[src/rtl/fpu_norm_shift_if.sv]
// Valid/ready bundle between the adder/LZA, the normalization stage and the rounder.
// The slave modport is the normalization stage's view; master is the surrounding logic's.
interface fpu_norm_shift_if #(
    parameter int EXP_W = 10
);
    logic             in_valid;
    logic             in_ready;
    logic [47:0]      in_sum;
    logic [5:0]       in_lza_count;
    logic [EXP_W-1:0] in_exp;
    logic             in_sign;

    logic             out_valid;
    logic             out_ready;
    logic [47:0]      out_mant;
    logic [EXP_W-1:0] out_exp;
    logic             out_sign;
    logic             out_zero;
    logic             out_subnormal;
    logic             out_lza_corr;

    modport slave (
        input  in_valid, in_sum, in_lza_count, in_exp, in_sign, out_ready,
        output in_ready, out_valid, out_mant, out_exp, out_sign, out_zero,
               out_subnormal, out_lza_corr
    );

    modport master (
        output in_valid, in_sum, in_lza_count, in_exp, in_sign, out_ready,
        input  in_ready, out_valid, out_mant, out_exp, out_sign, out_zero,
               out_subnormal, out_lza_corr
    );
endinterface

[src/rtl/fpu_norm_shift.sv]
// FP add/sub normalization: LZA-driven left shift, 1-bit LZA correction, exponent clamp.
// Optional saturating LZA-correction counter enabled by macro FPU_NORM_CORR_CNT_EN.
module fpu_norm_shift #(
    parameter int EXP_W = 10,
    parameter int CNT_W = 16
) (
    input  logic              clk,
    input  logic              rst_n,
    fpu_norm_shift_if.slave   bus
`ifdef FPU_NORM_CORR_CNT_EN
    ,
    output logic [CNT_W-1:0]  corr_count
`endif
);

    if (EXP_W < 6 || CNT_W < 1) begin : g_param_check
        $error("fpu_norm_shift: EXP_W must be >= 6 and CNT_W >= 1");
    end

    function automatic logic [5:0] clamp_cnt(input logic [5:0] c);
        return (c > 6'd47) ? 6'd47 : c;
    endfunction

    function automatic logic [CNT_W-1:0] sat_inc(input logic [CNT_W-1:0] v);
        return (&v) ? v : v + CNT_W'(1);
    endfunction

    logic             vld_p1_q, vld_p2_q;
    logic             adv_p2, acc_p1;

    logic [5:0]       cnt_s1;
    logic [EXP_W-1:0] lim_s1;
    logic [47:0]      mant_p1_d, mant_p1_q;
    logic [5:0]       sh_p1_d, sh_p1_q;
    logic             lim_p1_d, lim_p1_q;
    logic             zero_p1_d, zero_p1_q;
    logic [EXP_W-1:0] exp_p1_q;
    logic             sign_p1_q;

    logic [47:0]      mant_p2_d, mant_p2_q;
    logic [EXP_W-1:0] exp_p2_d, exp_p2_q;
    logic [EXP_W-1:0] tot_s2;
    logic             corr_p2_d, corr_p2_q;
    logic             sub_p2_d, sub_p2_q;
    logic             zero_p2_q, sign_p2_q;

    assign adv_p2       = !vld_p2_q || bus.out_ready;
    assign bus.in_ready = !vld_p1_q || adv_p2;
    assign acc_p1       = bus.in_valid && bus.in_ready;

    // Stage 1: shift limited by both the LZA count and the subnormal boundary
    always_comb begin
        cnt_s1    = clamp_cnt(bus.in_lza_count);
        lim_s1    = (bus.in_exp == '0) ? '0 : bus.in_exp - EXP_W'(1);
        lim_p1_d  = (EXP_W'(cnt_s1) >= lim_s1);
        sh_p1_d   = lim_p1_d ? lim_s1[5:0] : cnt_s1;
        mant_p1_d = bus.in_sum << sh_p1_d;
        zero_p1_d = (bus.in_sum == '0);
    end

    always_ff @(posedge clk) begin
        if (!rst_n) begin
            vld_p1_q  <= 1'b0;
            mant_p1_q <= '0;
            sh_p1_q   <= '0;
            lim_p1_q  <= 1'b0;
            zero_p1_q <= 1'b0;
            exp_p1_q  <= '0;
            sign_p1_q <= 1'b0;
        end else begin
            if (bus.in_ready) vld_p1_q <= bus.in_valid;
            if (acc_p1) begin
                mant_p1_q <= mant_p1_d;
                sh_p1_q   <= sh_p1_d;
                lim_p1_q  <= lim_p1_d;
                zero_p1_q <= zero_p1_d;
                exp_p1_q  <= bus.in_exp;
                sign_p1_q <= bus.in_sign;
            end
        end
    end

    // Stage 2: the extra shift is only allowed while below the exponent limit
    always_comb begin
        corr_p2_d = !zero_p1_q && !mant_p1_q[47] && !lim_p1_q;
        mant_p2_d = corr_p2_d ? {mant_p1_q[46:0], 1'b0} : mant_p1_q;
        sub_p2_d  = !zero_p1_q && !mant_p2_d[47];
        tot_s2    = EXP_W'(sh_p1_q) + EXP_W'(corr_p2_d);
        exp_p2_d  = (zero_p1_q || sub_p2_d) ? '0 : exp_p1_q - tot_s2;
    end

    always_ff @(posedge clk) begin
        if (!rst_n) begin
            vld_p2_q  <= 1'b0;
            mant_p2_q <= '0;
            exp_p2_q  <= '0;
            corr_p2_q <= 1'b0;
            sub_p2_q  <= 1'b0;
            zero_p2_q <= 1'b0;
            sign_p2_q <= 1'b0;
        end else if (adv_p2) begin
            vld_p2_q <= vld_p1_q;
            if (vld_p1_q) begin
                mant_p2_q <= mant_p2_d;
                exp_p2_q  <= exp_p2_d;
                corr_p2_q <= corr_p2_d;
                sub_p2_q  <= sub_p2_d;
                zero_p2_q <= zero_p1_q;
                sign_p2_q <= sign_p1_q;
            end
        end
    end

    assign bus.out_valid     = vld_p2_q;
    assign bus.out_mant      = mant_p2_q;
    assign bus.out_exp       = exp_p2_q;
    assign bus.out_sign      = sign_p2_q;
    assign bus.out_zero      = zero_p2_q;
    assign bus.out_subnormal = sub_p2_q;
    assign bus.out_lza_corr  = corr_p2_q;

`ifdef FPU_NORM_CORR_CNT_EN
    logic [CNT_W-1:0] corr_cnt_q;

    always_ff @(posedge clk) begin
        if (!rst_n) begin
            corr_cnt_q <= '0;
        end else if (vld_p2_q && bus.out_ready && corr_p2_q) begin
            corr_cnt_q <= sat_inc(corr_cnt_q);
        end
    end

    assign corr_count = corr_cnt_q;
`endif

endmodule

[src/flat_wrapper.sv]
// flat-port wrapper written by rule: the top's interface ports become plain ports
module fpu_norm_shift_flat 
#(
    parameter int EXP_W = 10,
    parameter int CNT_W = 16
)
  (clk, rst_n, bus_in_valid, bus_in_sum, bus_in_lza_count, bus_in_exp, bus_in_sign, bus_out_ready, bus_in_ready, bus_out_valid, bus_out_mant, bus_out_exp, bus_out_sign, bus_out_zero, bus_out_subnormal, bus_out_lza_corr);
  fpu_norm_shift_if #(.EXP_W(EXP_W)) bus_i ();
  input  logic clk;
  input  logic rst_n;
  input wire logic [$bits(bus_i.in_valid)-1:0] bus_in_valid;
  input wire logic [$bits(bus_i.in_sum)-1:0] bus_in_sum;
  input wire logic [$bits(bus_i.in_lza_count)-1:0] bus_in_lza_count;
  input wire logic [$bits(bus_i.in_exp)-1:0] bus_in_exp;
  input wire logic [$bits(bus_i.in_sign)-1:0] bus_in_sign;
  input wire logic [$bits(bus_i.out_ready)-1:0] bus_out_ready;
  output wire logic [$bits(bus_i.in_ready)-1:0] bus_in_ready;
  output wire logic [$bits(bus_i.out_valid)-1:0] bus_out_valid;
  output wire logic [$bits(bus_i.out_mant)-1:0] bus_out_mant;
  output wire logic [$bits(bus_i.out_exp)-1:0] bus_out_exp;
  output wire logic [$bits(bus_i.out_sign)-1:0] bus_out_sign;
  output wire logic [$bits(bus_i.out_zero)-1:0] bus_out_zero;
  output wire logic [$bits(bus_i.out_subnormal)-1:0] bus_out_subnormal;
  output wire logic [$bits(bus_i.out_lza_corr)-1:0] bus_out_lza_corr;
  assign bus_i.in_valid = bus_in_valid;
  assign bus_i.in_sum = bus_in_sum;
  assign bus_i.in_lza_count = bus_in_lza_count;
  assign bus_i.in_exp = bus_in_exp;
  assign bus_i.in_sign = bus_in_sign;
  assign bus_i.out_ready = bus_out_ready;
  assign bus_in_ready = bus_i.in_ready;
  assign bus_out_valid = bus_i.out_valid;
  assign bus_out_mant = bus_i.out_mant;
  assign bus_out_exp = bus_i.out_exp;
  assign bus_out_sign = bus_i.out_sign;
  assign bus_out_zero = bus_i.out_zero;
  assign bus_out_subnormal = bus_i.out_subnormal;
  assign bus_out_lza_corr = bus_i.out_lza_corr;
  fpu_norm_shift #(.EXP_W(EXP_W), .CNT_W(CNT_W)) u_core (.clk(clk), .rst_n(rst_n), .bus(bus_i));
endmodule
[config.mk]
export PLATFORM = sky130hd
export DESIGN_NAME = fpu_norm_shift_flat
export DESIGN_NICKNAME = d
export VERILOG_FILES = /design/src/rtl/fpu_norm_shift_if.sv /design/src/rtl/fpu_norm_shift.sv /design/src/flat_wrapper.sv
export SDC_FILE = /design/constraint.sdc
export NUM_CORES = 1
export LEC_CHECK = 0
export CAP_MARGIN = 20
export CORE_UTILIZATION = 59
export CTS_BUF_LIST = sky130_fd_sc_hd__clkbuf_16
export DETAILED_ROUTE_END_ITERATION = 10
export PLACE_DENSITY = 0.91
export SLEW_MARGIN = 0
export SYNTH_ARGS = -nofsm -noshare
export SYNTH_HDL_FRONTEND = slang
export SYNTH_SLANG_ARGS = --single-unit
export TNS_END_PERCENT = 50
[constraint.sdc]
create_clock -name clk -period 8.8 [get_ports clk]
set_input_delay 1.76 -clock clk [delete_from_list [all_inputs] [get_ports clk]]
set_output_delay 1.76 -clock clk [all_outputs]
set_load 0.005 [all_outputs]
==> summary.txt <==
Routing
  • Met2 wire len: 12.7 mm
  • DRT iter0 DRCs: 1,197
  • Met3 WL: 2.94 mm
  • Via count: 9,119
  • Vias per inst: 6.78
  • WL met1: 11.2 mm
  • Routed Antenna Nets: 0
  • Average wire per standard cell: 20.7 µm
  • DRC viols: 0
  • Final wirelength: 27.9 mm
  • Number of detailed-route iterations in the first pass: 6
  • Top Layer Used: met4

Clock network
  • CTS tree: done
  • Clk buf depth: 2
  • Clk Latency, worst-skew pair: 0.42 ns
  • Num CTS Buffers: 17
  • PostCTS Resize Cnt: 0
  • Root Buffer: clkbuf_16
  • CTS Hold Bufs: 0
  • Clock slew at reported path FFs: 0.06 ns
  • CTS H-tree depth: 4
  • # Post-CTS Setup Buffers: 0
  • Sink Count: 131

Power
  • Pwr dens: 174 nW/µm²
  • Leakage power: 4.13 nW
  • Peak supply drop: 0.000121 V

Logic synthesis
  • Post-Syn Nets: 1,148
  • Largest area contributor in the netlist: dfxtp_1
  • Yosys synthesis warning count: 0
  • Synth top area share: 30.3%
  • Ys flop type: dfxtp_1
  • Post-synthesis cell type count: 74
  • Share of flip-flops with an asynchronous set or reset: 0%
  • Synth Register Bits: 131
  • Synthesized area: 8660 µm²
  • Post-synth EDFFs: 0
  • Post-synthesis cell count: 1,062
  • Post-Syn Area per Cell: 8.15 µm²
  • Post-synthesis sequential area ratio: 30.3%
  • Synth top area cells: dfxtp_1 30%, mux2i_1 9.9%, a211oi_1 5.5%

STA
  • # setup viols final: 0
  • Worst slew pin tran: 1.03 ns
  • Fmax: 0.153 GHz
  • Slew Limit Fails: 0
  • Final Hold Fails: 0
  • Clock Skews: 0.00586 ns
  • RSZ-0062 raised after global routing: no
  • Final Cycle Share: 74.5%
  • Tmin final: 6.55 ns
  • Slew margin rel.: 31.2%
  • Setup WS post-layout: 2.25 ns
  • Final TNS setup: 0 ns

Worst setup path
  • FF-to-FF path depth: 15
  • Critical Path AT: 6.92 ns
  • Cell mode on critical path: nand2_1
  • Crit-path max FO: 12
  • Reg2Reg Setup Slack: 5.35 ns
  • Critical path's largest stage delay: 0.79 ns
  • Nature of the critical path endpoint: register
  • Worst setup SP type: input port
  • Required time worst endpoint: 9.16 ns
  • RR Startpoint: u_core.zero_p1_q
  • CP cell instances: clkdlybuf4s50_1, or4_4, nor3_2, a21oi_1, inv_1, ha_1, a211o_1, a21oi_1, o21ai_0, clkbuf_4, nand2_1, o211a_1, nand2_1, nor2_1, nand2_1, nor3_1, a221o_1
  • Kind of critical path: in -> reg
  • Reg-to-reg endpoint: u_core.bus.out_exp[9]
  • Slowest CP cell: nor2_1

Floorplan
  • Initial core utilization: 61.4%
  • Core box area: 14,100 µm²
  • Die height: 123 µm
  • IO Count: 133
  • Die ar.: 15,200 µm²
  • Die W: 123 µm
  • Std-Cell Rows: 43

Global route
  • Overflow after GRT: 0
  • Initial antenna violation count: 0
  • First-pass GRT wire length: 44.1 mm
  • Largest net degree at the start of global routing: 99
  • Vias in the first global route: 8,284
  • GRT Util Overall: 37.4%

Cells and area
  • Fillers: 1,067
  • Most frequent cells in the layout: 132 x clkdlybuf4s50_1, 131 x dfxtp_1, 120 x nor2_1, 98 x nand2_1, 85 x mux2i_1
  • Layout Nets: 1,238
  • Antenna cells: 0
  • Storage element area: 2620 µm²
  • Finished Layout Cells: 1,344
  • Ratio of cells with drive above 1 in the final layout: 8.33%
  • Layout area overhead: 22.2%
  • Commonest non-fill, non-tap cell in the layout: clkdlybuf4s50_1
  • Final std cell area, no fill: 10,600 µm²
  • Multi-input gate area: 5640 µm²

Hold path
  • HP Class: reg -> reg
  • Min-delay src: u_core.bus.out_sign
  • Hold EP: u_core.bus.out_sign
  • Hold depth: 2

Placed design
  • Detail Placement HPWL: 20.2 mm
  • IO buf count: 132
  • Placed Cells: 1,312
  • Cell Area, Placed: 10,000 µm²
  • Pre-CTS setup slack: 1.69 ns
  • Placer Congestion: 1.01

Job
  • MaxCap Viol Count: 0

Outcome
  • Status: finished clean
==> cell families (layout without fill, tap and decap cells) <==
group / count (synthesis) / count (layout) / synth area share [%]
AO/OA/AOI/OAI: 330 / 330 / 26.6
buffers and inverters: 96 / 198 / 4.93
adder cells (fa/ha/maj): 17 / 17 / 2.54
multiplexers: 109 / 109 / 14.4
AND/OR/NAND/NOR: 369 / 369 / 20.2
flip-flops: 131 / 131 / 30.3
XOR/XNOR: 10 / 10 / 1.01
==> flip-flops by register name (all words and copies together), names as in the netlist, 6 cells and up <==
| name | count |
|---|---|
| u_core.mant_p1_q | 48 |
| u_core.sh_p1_q | 6 |
| u_core.bus.out_mant | 48 |
| u_core.exp_p1_q | 10 |
| u_core.bus.out_exp | 10 |
==> how the worst max path moves through the flow <==
stage,slack [ns],endpoint,cells past startpoint,start
floorplan,3.43,u_core.mant_p1_q[36],18,bus_in_exp[2]
global placement,1.74,u_core.mant_p1_q[16],16,bus_in_exp[2]
detailed placement,1.69,u_core.mant_p1_q[16],16,bus_in_exp[2]
CTS,2.08,u_core.mant_p1_q[16],16,bus_in_exp[2]
global route,1.98,u_core.mant_p1_q[16],17,bus_in_exp[2]
finish,2.25,u_core.mant_p1_q[16],17,bus_in_exp[2]
==> cell usage after synthesis, drive strengths merged (6+ instances only) <==
cell / number
nor2b: 6
a22o: 9
dfxtp: 131
ha: 16
mux4: 11
o211ai: 22
inv: 15
nand2: 100
a221o: 8
nand4: 8
a32oi: 9
o21ai: 57
a21oi: 64
nand3: 55
a21o: 7
and3: 14
buf: 34
xor2: 6
a22oi: 37
mux2: 11
and2: 21
a211oi: 66
nor2: 121
a21boi: 12
mux2i: 87
nand2b: 7
nor3: 10
nor4: 19
clkbuf: 47
==> critical path: cells and delay by family <==
family | cells | cell delay (ns)
buf+inv | 3 | 0.81
simple gates | 7 | 2.90
fa+ha+maj | 1 | 0.25
compound gates | 6 | 1.18
==> metal layers <==
layer  vias to the layer above  global-route usage [%]
met2                       636                    58.9
met1                      4205                    50.6
met5                         -                       0
li1                       4183                       -
met4                         0                    15.5
met3                        95                    6.18
==> report_power, final <==
part / total (W) / internal, W / switching [W]
clock: 0.000677 / 0.000413 / 0.000265
sequential: 0.000664 / 0.000631 / 0.0000325
combinational: 0.000497 / 0.000211 / 0.000286
==> layout make-up <==
cell class | instances | share of cell area [%]
multi-input combinational | 835 | 53.3
clock inverter | 14 | 1.34
clock buffer | 17 | 4.02
tap | 180 | 2.13
sequential | 131 | 24.8
timing repair buffer | 152 | 13.9
inverter | 15 | 0.532
==> metrics by stage <==
stage	hold slack [ns]	util (%)	power, W
after floorplan	0.430	-	0.000977
after global placement	0.441	71.0	0.00114
after detailed placement	0.446	71.0	0.00115
after CTS	0.454	75.0	0.00182
after global routing	0.488	75.1	0.00190
final	0.454	75.1	0.00184
Note: power is estimated with default switching activity, not from simulation.
